## src/rtl/muldiv_out.sv

```systemverilog
// muldiv_out: result post-processing stage of the M-extension multiply/divide unit.
// Latches the operation context at start, waits for the unsigned iterative core,
// applies two's-complement sign correction, selects the architectural word, and
// holds the result under a valid/ready handshake towards writeback.
// Optional feature macro: MULDIV_SHORTCUT_EN resolves trivial operand cases
// (zero, one, minus one) straight from the operand status flags and aborts the core.
module muldiv_out (
    input  logic        clk_i,
    input  logic        reset_i,
    input  logic        start_i,
    input  logic        muldiv_sel_i,
    input  logic        op_div0_i,
    input  logic        op_div1_i,
    input  logic [1:0]  op_mul_i,
    input  logic [31:0] in_a_i,
    input  logic [31:0] in_b_i,
    input  logic [5:0]  ab_status_i,
    input  logic        core_done_i,
    input  logic [31:0] core_hi_i,
    input  logic [31:0] core_lo_i,
    output logic        core_abort_o,
    output logic        busy_o,
    output logic [31:0] result_o,
    output logic        result_valid_o,
    input  logic        result_ready_i
);

    localparam int unsigned XLEN = 32;
    localparam int unsigned PLEN = 2 * XLEN;
    localparam int unsigned SLEN = 6;

    // Operand status flag positions: {Bm1, B1, B0, Am1, A1, A0}
    localparam int unsigned ST_A0  = 0;
    localparam int unsigned ST_B0  = 3;
    localparam int unsigned ST_B1  = 4;
    localparam int unsigned ST_BM1 = 5;

    localparam logic [1:0] MUL_LO   = 2'b00;
    localparam logic [1:0] MUL_HSS  = 2'b01;
    localparam logic [1:0] MUL_HSU  = 2'b10;

    typedef enum logic [1:0] {
        S_IDLE = 2'd0,
        S_WAIT = 2'd1,
        S_FIX  = 2'd2,
        S_HOLD = 2'd3
    } state_t;

    typedef struct packed {
        logic            muldiv_sel;
        logic            div_signed;
        logic            div_rem;
        logic [1:0]      mul_op;
        logic            a_neg;
        logic            b_neg;
        logic [SLEN-1:0] status;
        logic [XLEN-1:0] a;
    } ctx_t;

    state_t          state_q, state_d;
    ctx_t            ctx_q, ctx_d;
    logic [PLEN-1:0] prod_q, prod_d;
    logic [XLEN-1:0] result_q, result_d;
    logic            valid_q, valid_d;
    logic            abort_q, abort_d;
    logic            busy_q, busy_d;

    logic            sc_hit;
    logic [XLEN-1:0] sc_res;
    logic [XLEN-1:0] fix_res;
    logic            mul_neg;
    logic [PLEN-1:0] prod_fix;
    logic [XLEN-1:0] quo_fix;
    logic [XLEN-1:0] rem_fix;

    // Raw operand bits and latched context kept for visibility but not consumed by the datapath
    logic unused_bits;
    assign unused_bits = ^{ab_status_i, in_b_i[XLEN-2:0], ctx_q.status, ctx_q.a};

`ifdef MULDIV_SHORTCUT_EN
    // Trivial-operand detection straight from the conditioning-stage flags; first match wins
    always_comb begin
        sc_hit = 1'b0;
        sc_res = '0;
        if (muldiv_sel_i) begin
            if (ab_status_i[ST_B0]) begin
                sc_hit = 1'b1;
                sc_res = op_div1_i ? in_a_i : '1;
            end else if (ab_status_i[ST_A0]) begin
                sc_hit = 1'b1;
                sc_res = '0;
            end else if (ab_status_i[ST_B1]) begin
                sc_hit = 1'b1;
                sc_res = op_div1_i ? '0 : in_a_i;
            end else if (ab_status_i[ST_BM1] && op_div0_i) begin
                // 0x80000000 / -1 wraps back to 0x80000000 through the negation
                sc_hit = 1'b1;
                sc_res = op_div1_i ? '0 : XLEN'((~in_a_i) + XLEN'(1));
            end
        end else begin
            if (ab_status_i[ST_A0] || ab_status_i[ST_B0]) begin
                sc_hit = 1'b1;
                sc_res = '0;
            end
        end
    end
`else
    // Shortcuts compiled out: every operation runs through the core
    always_comb begin
        sc_hit = 1'b0;
        sc_res = '0;
    end
`endif

    // Sign correction and word selection of the captured core result
    always_comb begin
        mul_neg  = 1'b0;
        prod_fix = prod_q;
        quo_fix  = prod_q[XLEN-1:0];
        rem_fix  = prod_q[PLEN-1:XLEN];
        fix_res  = '0;
        if (ctx_q.muldiv_sel) begin
            if (ctx_q.div_signed && (ctx_q.a_neg ^ ctx_q.b_neg)) begin
                quo_fix = XLEN'((~prod_q[XLEN-1:0]) + XLEN'(1));
            end
            if (ctx_q.div_signed && ctx_q.a_neg) begin
                rem_fix = XLEN'((~prod_q[PLEN-1:XLEN]) + XLEN'(1));
            end
            fix_res = ctx_q.div_rem ? rem_fix : quo_fix;
        end else begin
            case (ctx_q.mul_op)
                MUL_LO, MUL_HSS: mul_neg = ctx_q.a_neg ^ ctx_q.b_neg;
                MUL_HSU:         mul_neg = ctx_q.a_neg;
                default:         mul_neg = 1'b0;
            endcase
            if (mul_neg) begin
                prod_fix = PLEN'((~prod_q) + PLEN'(1));
            end
            fix_res = (ctx_q.mul_op == MUL_LO) ? prod_fix[XLEN-1:0] : prod_fix[PLEN-1:XLEN];
        end
    end

    // Next-state and next-output logic
    always_comb begin
        state_d  = state_q;
        ctx_d    = ctx_q;
        prod_d   = prod_q;
        result_d = result_q;
        valid_d  = valid_q;
        abort_d  = 1'b0;
        case (state_q)
            S_IDLE: begin
                if (start_i) begin
                    ctx_d.muldiv_sel = muldiv_sel_i;
                    ctx_d.div_signed = op_div0_i;
                    ctx_d.div_rem    = op_div1_i;
                    ctx_d.mul_op     = op_mul_i;
                    ctx_d.a_neg      = in_a_i[XLEN-1];
                    ctx_d.b_neg      = in_b_i[XLEN-1];
                    ctx_d.status     = ab_status_i;
                    ctx_d.a          = in_a_i;
                    if (sc_hit) begin
                        result_d = sc_res;
                        valid_d  = 1'b1;
                        abort_d  = 1'b1;
                        state_d  = S_HOLD;
                    end else begin
                        state_d  = S_WAIT;
                    end
                end
            end
            S_WAIT: begin
                if (core_done_i) begin
                    prod_d  = {core_hi_i, core_lo_i};
                    state_d = S_FIX;
                end
            end
            S_FIX: begin
                result_d = fix_res;
                valid_d  = 1'b1;
                state_d  = S_HOLD;
            end
            S_HOLD: begin
                if (result_ready_i) begin
                    valid_d = 1'b0;
                    state_d = S_IDLE;
                end
            end
            default: begin
                valid_d = 1'b0;
                state_d = S_IDLE;
            end
        endcase
        busy_d = (state_d != S_IDLE);
    end

    // State register
    always_ff @(posedge clk_i) begin
        if (reset_i) begin
            state_q <= S_IDLE;
        end else begin
            state_q <= state_d;
        end
    end

    // Context, core capture and registered outputs
    always_ff @(posedge clk_i) begin
        if (reset_i) begin
            ctx_q    <= '0;
            prod_q   <= '0;
            result_q <= '0;
            valid_q  <= 1'b0;
            abort_q  <= 1'b0;
            busy_q   <= 1'b0;
        end else begin
            ctx_q    <= ctx_d;
            prod_q   <= prod_d;
            result_q <= result_d;
            valid_q  <= valid_d;
            abort_q  <= abort_d;
            busy_q   <= busy_d;
        end
    end

    assign result_o       = result_q;
    assign result_valid_o = valid_q;
    assign core_abort_o   = abort_q;
    assign busy_o         = busy_q;

endmodule

```

## config.mk

```make
export PLATFORM = sky130hd
export DESIGN_NAME = muldiv_out
export DESIGN_NICKNAME = d
export VERILOG_FILES = /design/src/rtl/muldiv_out.sv
export SDC_FILE = /design/constraint.sdc
export NUM_CORES = 1
export LEC_CHECK = 0
export BUFFER_PORTS_ARGS = -buffer_cell sky130_fd_sc_hd__buf_2
export CORE_ASPECT_RATIO = 1.2
export CORE_UTILIZATION = 35
export DETAILED_ROUTE_END_ITERATION = 10
export HOLD_SLACK_MARGIN = 0.15
export SKIP_LAST_GASP = 1
export SLEW_MARGIN = 0
export SYNTH_ARGS = -nofsm -noshare
export SYNTH_HDL_FRONTEND = slang
export SYNTH_SLANG_ARGS = --single-unit
```

## constraint.sdc

```tcl
create_clock -name clk_i -period 5.2 [get_ports clk_i]
set_input_delay 0.26 -clock clk_i [delete_from_list [all_inputs] [get_ports clk_i]]
set_output_delay 0.26 -clock clk_i [all_outputs]
set_load 0.01 [all_outputs]
```

* Word level (Yosys, flattened, before mapping) *
Cells that the tools add are included.

operators by class
  bitwise logic cells = 4
  equality and inequality tests = 6
  reduce and logical (&&, ||, !) cells = 10
  $add $sub $neg = 3
  mux-type cells = 14

operator list
  kind                   number
  $mux 32                5
  $add 32x1->32 const B  2
  $add 64x1->64 const B  1
  $mux 64                1
  $not 32->32            2
  $not 64->64            1
  $pmux 2 s4             1
  $eq 2x2->1 const B     3
  $mux 2                 3
  $reduce_and 2->1       3
  $eq 2x1->1 const B     2
  $logic_not 2->1        2
  $pmux 1 s2             2
  $reduce_bool 2->1      2
  $logic_and 1x1->1      2
  $mux 1                 2
  $ne 2x2->1 const B     1
  $reduce_or 2->1        1
  $xor 1x1->1            1

storage, ports and cells
  bits of input ports = 144
  flip-flop bits (word level) = 107

* Depth between registers and ports, before layout *
Gate-level depths: netlist of run 1.

  word-level depth = 7
  mapped depth = 13

* Worst setup path after synthesis of run 1 *
OpenSTA, ideal clock, no wires.

  path type = register to register
  start point = register prod_q[32]
  end point = register result_q[30], in the netlist result_o[30]
  arrival = 3.046 ns
  stages on the path, launching flop included = 14
  clock period less this slack = 3.163 ns
  required time = 5.083 ns
  slack = 2.037 ns
  cell sequence = dfxtp_1 clkbuf_1 inv_1 ha_1 or3b_1 buf_6 or4_4 buf_6 or2_1 buf_6 o41a_1 xnor2_1 nand2_1 a32o_1

on the way
  cells in the longest elaborated chain, start to end = 5
  elaborated cells between the ends (all ways) = 9
  classes of those cells = add/sub (2); mux (5); bitwise (2)

RTL lines
  item                                            line      text
  from (decl)                                     62        logic [PLEN-1:0] prod_q, prod_d;
  from (signal assigned)                          217       prod_q <= prod_d;
  $not 64->64 or $not 32->32 (tied branches)      137, 127
  $add 64x1->64 or $add 32x1->32 (tied branches)  137, 127
  $mux 64 or $mux 32 (tied branches)              136, 126
  $mux 32, on equally long branches               139, 129
  $mux 32 (*)                                     122       if (ctx_q.muldiv_sel) begin
  to (signal assigned)                            218       result_q <= result_d;
  to (decl)                                       63        logic [XLEN-1:0] result_q, result_d;

Every way passes the cells marked *; elsewhere a longest branch is shown, timed or not.
A chain may end at the register's enable or synchronous reset.

* Worst setup path in the final report of run 1 *
  start point = register prod_q[32]
  end point = register result_q[29], in the netlist result_o[29]

Same word-level chain as after synthesis.

==> impl_metrics.yaml, run 1 <==
run_status:
  status: "finished clean"
floorplan:
  die_h_um: 161.0
  coreArea_um2: 20470
  row_count: 57
  ios: 179
  floorplan.die_area_um2: 21660
  die_w_um: 134.5
  start_util_pct: 36.03
synthesis:
  synth-main-ff-cell: "dfxtp_1"
  async_flop_share_pct: 0
  ys_seq_elements: 107
  ys_warn_count: 0
  synth-edff-count: 0
  ys_top_cells_by_area: "dfxtp_1 29%, nand2_1 9.2%, a21oi_1 7.4%"
  syn_inst: 1036
  syn_avg_cell_area_um2: 7.118
  mappedNetlistNets: 1182
  synth_area_um2: 7375
  ys_types: 70
  yosysSeqAreaShare_pct: 29.05
  yosysTopAreaCell: "dfxtp_1"
  yosysTopAreaCellShare_pct: 29.05
critical_path:
  endpoint_kind: "flip-flop"
  cp.arrival_ps: 3620
  crit_type: "reg2reg"
  cp-start-kind: "flip-flop"
  cp_max_fo: 9
  crit_required_ps: 5460
pwr:
  p_leak_nw: 3.416
  total_power_mw: 2.404
  ir_drop_v: 0.0001791
  powerDensity_nw_per_um2: 272.3
clock_network:
  cts_htree_levels: 3
  cts_tree: "done"
  clockBufferDepth: 2
  clockRootBuffer: "clkbuf_16"
  cts_hold_buf: 62
  numClockSinks: 107
  post_cts_resized: 0
  clk_pin_slew_ps: 80
  numCtsBuffers: 9
  post_cts_buffers: 0
  insertion_delay_ps: 370
sta:
  slew_headroom_pct: 21.84
  rsz0062_at_grt: "no"
  clock_skew_ps: 9.705
  worst_pin_slew_ps: 1170
  setup_violations: 0
  finalWorstSetupSlack_ps: 1837
  fmax_ghz: 0.2973
  slew_violations: 0
  fin_crit_sh_pct: 64.68
  hold_viol: 0
  holdWs_ps: 145.2
  fin_crit_ps: 3363
  setup_tns_ps: 0
global_routing:
  grt_util_met1_pct: 29.73
  grt.met3_usage_pct: 3.296
  grt_pass1_wl_mm: 41.34
  grt_pass1_vias: 7573
  overflow: 0
  grt_use_total_pct: 24.81
  antenna_found_initial: 0
  grt_max_degree: 70
  top_usage_layer: "met2"
  met2_usage_pct: 42.23
route:
  drt-wirelength-per-cell_um: 19.21
  finalWirelength_mm: 26.68
  firstDrtPassIters: 6
  via_per_inst: 5.802
  drc: 0
  final_antenna_net_count: 0
  drtIter0Drc: 667
  num_vias: 8059
layout:
  area_growth_pct: 19.73
  layout_commonest_cell: "nand2_1"
  final_util_pct: 43.14
  num_antenna_cells: 0
  multiInputGateArea_um2: 4745
  final_cell_mix: "181 x nand2_1, 109 x a21oi_1, 109 x buf_2, 107 x dfxtp_1, 73 x nor2_1"
  regArea_um2: 2142
  finalNetCount: 1265
  fillCellCount: 2153
  drive_gt1_share_pct: 13.79
  finalNonFillerCells: 1389
  finish.instance_area_um2: 8830
placement:
  port_buffers: 109
  place_inst: 1311
  dp_hpwl_mm: 18.50
  placed_area_um2: 7921
  place_ws_ps: 1915
  gp_congestion: 0.9420
run:
  drv_cap: 0
hold_path:
  min_path_type: "in2reg"
## where the power goes
part	internal [mW]	total (mW)	switching (mW)
combinational	0.293	0.787	0.494
sequential	0.862	0.936	0.0745
clock	0.342	0.681	0.340
## per-layer routing
| layer | vias to the layer above | wire (µm) |
|---|---|---|
| met5 | - | 0 |
| met1 | 3786 | 10950 |
| met4 | 0 | 1459 |
| li1 | 3849 | - |
| met3 | 84 | 1550 |
| met2 | 340 | 12720 |
## worst paths after layout
check	start	to	slack, ps	cells past startpoint
worst max-delay path	prod_q[32]	result_o[29]	1840	6
worst min-delay path	core_lo_i[4]	prod_q[4]	150	3
worst max register to register	prod_q[32]	result_o[29]	1840	6
worst min register to register	result_o[10]	result_o[10]	470	1
## cells in the mapped netlist (13+ instances only)
cell	number
o31ai_1	20
xnor2_1	41
xor2_1	52
nand2_1	181
nor2_1	75
mux2i_1	13
clkbuf_1	92
nand3_1	16
a21oi_1	109
nor3_1	31
o21ai_0	50
or3_1	17
a31oi_1	13
buf_1	16
dfxtp_1	107
nor4_1	25
## cells by family (layout without fill, tap and decap cells)
group	after synthesis	in the layout	share of synthesized area, %
other	1	1	0.05085
DFF	107	107	29.05
AOI/OAI and AO/OA	289	289	24.87
muxes	14	14	1.917
adders and majority gates	2	2	0.3393
buffers and inverters	124	212	6.854
xor gates and xnor gates	93	93	11.05
and+or+nand+nor	406	406	25.87
## worst max-delay path, cell delays in order, from the launching register on
cell	delay (ps)
dfxtp_1	420
or4_1	650
nor4_1	890
and4bb_2	480
nand3_1	130
o311a_1	310
a2111o_1	370
## sequential cells by signal (all words and copies together), names as in the netlist
signal          count
ctx_q               7
prod_q             64
result_valid_o      1
state_q             2
result_o           32
busy_o              1
## cell type report
class,instances,share of cell area [%]
multi-input cells,805,53.73
repair buffers,188,14.65
clock inverters,6,0.5526
inverters,8,0.3401
clock buffers,10,2.707
well taps,265,3.755
flip-flops and latches,107,24.26
Power figures use the tool's default switching activity.
==> run 2: changes to the inputs <==
--- a/config.mk
+++ b/config.mk
@@ -5,6 +5,7 @@
 export SDC_FILE = /design/constraint.sdc
 export NUM_CORES = 1
 export LEC_CHECK = 0
+export ABC_AREA = 1
 export BUFFER_PORTS_ARGS = -buffer_cell sky130_fd_sc_hd__buf_2
 export CORE_ASPECT_RATIO = 1.2
 export CORE_UTILIZATION = 35
==> constraint.sdc (replaced) <==
create_clock -name clk_i -period 2.7 [get_ports clk_i]
set_input_delay 0.135 -clock clk_i [delete_from_list [all_inputs] [get_ports clk_i]]
set_output_delay 0.135 -clock clk_i [all_outputs]
set_load 0.01 [all_outputs]
==> impl_metrics.yaml, run 2 <==
sta:
  slew_headroom_pct: 38.17
  clock_skew_ps: 10.81
  setup_tns_ps: 0
  rsz0062_at_grt: "no"
  hold_viol: 0
  setup_violations: 0
  slew_violations: 0
  fin_crit_sh_pct: 84.94
  fin_crit_ps: 2293
  fmax_ghz: 0.4360
  worst_pin_slew_ps: 926.5
route:
  drtIter0Drc: 769
  final_antenna_net_count: 0
  finalWirelength_mm: 33.76
  drc: 0
  drt-wirelength-per-cell_um: 18.37
  firstDrtPassIters: 5
  num_vias: 9848
  via_per_inst: 5.358
global_routing:
  grt_pass1_vias: 9158
  antenna_found_initial: 0
  grt_pass1_wl_mm: 51.16
  grt_max_degree: 58
  grt_use_total_pct: 28.48
  overflow: 0
synthesis:
  ys_warn_count: 0
  syn_avg_cell_area_um2: 5.869
  synth-main-ff-cell: "dfxtp_1"
  ys_top_cells_by_area: "dfxtp_1 26%, nand2_1 16%, a21oi_1 9.8%"
  ys_seq_elements: 107
  synth-edff-count: 0
  async_flop_share_pct: 0
  yosysTopAreaCellShare_pct: 26.45
  yosysSeqAreaShare_pct: 26.45
  mappedNetlistNets: 1526
  synth_area_um2: 8099
  yosysTopAreaCell: "dfxtp_1"
  ys_types: 37
  syn_inst: 1380
  synth.most_common_cell: "nand2_1"
  ys_top_cells_by_count: "344 x nand2_1, 159 x a21oi_1, 151 x nand3_1"
clock_network:
  cts_tree: "done"
  clockRootBuffer: "clkbuf_16"
  clockBufferDepth: 2
  clk_pin_slew_ps: 80
  post_cts_buffers: 0
  insertion_delay_ps: 360
  numClockSinks: 107
  numCtsBuffers: 9
  cts_htree_levels: 3
critical_path:
  crit_path_start: "prod_q[0]"
  endpoint_kind: "flip-flop"
  cp.arrival_ps: 2580
  reg2reg_slack_ps: 410
  crit_type: "reg2reg"
  cp_max_fo: 6
  crit_required_ps: 2990
  worstRegToRegCells: 14
  cp-start-kind: "flip-flop"
  r2r-start: "prod_q[0]"
  reg2reg_to: "result_o[18]"
placement:
  gp_congestion: 0.9801
  dp_hpwl_mm: 25.14
  port_buffers: 109
pwr:
  powerDensity_nw_per_um2: 705.1
  ir_drop_v: 0.0004567
  total_power_mw: 7.022
  p_leak_nw: 4.518
hold_path:
  whs_path_depth: 5
  min_path_type: "in2reg"
  hold_end: "ctx_q[38]"
  worstHoldStart: "start_i"
floorplan:
  floorplan.die_area_um2: 23750
  die_h_um: 168.6
  row_count: 60
  die_w_um: 140.9
  start_util_pct: 35.84
  coreArea_um2: 22600
  ios: 179
layout:
  finalNetCount: 1669
  layout_commonest_cell: "nand2_1"
  final_cell_mix: "344 x nand2_1, 159 x a21oi_1, 150 x nand3_1, 138 x o21ai_0, 134 x nor2_1"
  area_growth_pct: 22.96
  num_antenna_cells: 0
  top_register: "prod_q"
  drive_gt1_share_pct: 14.14
  multiInputGateArea_um2: 5154
  fillCellCount: 2447
  largest_reg_flops: 64
  regArea_um2: 2143
run_status:
  status: "finished clean"
run:
  drv_cap: 0
run 2: cell count changes after synthesis, moves of 30 or more:
cell,before,now
a21oi_1,109,159
clkbuf_1,92,42
inv_1,8,120
nand2_1,181,344
nand3_1,16,151
nor2_1,75,136
nor3_1,31,1
o21ai_0,50,138
xnor2_1,41,1
xor2_1,52,20
run 2: final cells by class:
| class | instances | area share (%) |
|---|---|---|
| Inverter | 127 | 4.812 |
| Clock inverter | 7 | 0.8544 |
| Clock buffer | 9 | 2.262 |
| Timing Repair Buffer | 205 | 14.90 |
| Multi-Input combinational cell | 1073 | 51.75 |
| Tap cell | 310 | 3.895 |
| Sequential cell | 107 | 21.52 |
run 2: how the worst max path moves through the flow:
| stage | slack, ps | depth (start not counted) | end |
|---|---|---|---|
| after floorplan | 930 | 13 | result_o[30] |
| after global placement | 520 | 10 | result_o[12] |
| after detailed placement | 490 | 14 | result_o[18] |
| after CTS | 460 | 14 | result_o[18] |
| after global routing | 250 | 13 | result_o[16] |
| final | 410 | 14 | result_o[18] |
run 2: kinds of logic (layout without fill, tap and decap cells):
kind of cell | Yosys count | in the layout | synth area share, %
AO/OA/AOI/OAI | 356 | 356 | 23.05
buffers and inverters | 200 | 348 | 10.13
AND/OR/NAND/NOR | 693 | 693 | 37.74
flip-flops | 107 | 107 | 26.45
adder cells (fa/ha/maj) | 2 | 2 | 0.3089
XOR/XNOR | 21 | 21 | 2.271
other | 1 | 1 | 0.04630
run 2: per-layer routing:
metal  vias to the layer above  part of all wire (%)  wire length (µm)  track usage, %
li1                       4836                     -                 -               -
met1                      4533                    41             13810           34.62
met2                       400                    48             16240           49.28
met3                        79                   5.7              1924           3.055
met4                         0                   5.3              1777           15.31
met5                         -                     0                 0               0
run 2: stage by stage:
| step | hold WS [ps] | std cells | setup slack (ps) | cell area, µm² | utilization [%] |
|---|---|---|---|---|---|
| 3_5_place_dp | 381.3 | 1750 | 489.5 | 8927 | 39.51 |
| 3_3_place_gp | 365.6 | 1750 | 521.5 | 8927 | 39.51 |
| 5_1_grt | 213.2 | 1838 | 254.7 | 9958 | 44.07 |
| 6_report | 221.4 | 1838 | 406.6 | 9958 | 44.07 |
| 2_1_floorplan | 211.7 | 1380 | 934.7 | 8099 | - |
| 4_1_cts | 201.5 | 1838 | 458.2 | 9958 | 44.07 |
run 2: timing repair:
item,4_1_cts,5_1_grt
gates resized for setup,0,0
endpoints found under the hold margin,72,0
hold buffers,72,0
run 2: report_power, final:
group	internal (mW)	switching, mW
sequential	1.75	0.201
clock	0.738	0.683
combinational	1.15	2.50
run 2: worst max-delay path, cell delays in order (launching register included):
cell and delay (ps):
dfxtp_1 340, inv_2 110, ha_1 270, nand3_4 140
nor2_8 190, nand2_2 120, nor2_4 220, nand2_1 90
nand2_2 140, nand2_1 70, nand2_1 60, nand3_1 130
o21ai_1 130, nand2_1 80, a21oi_1 140
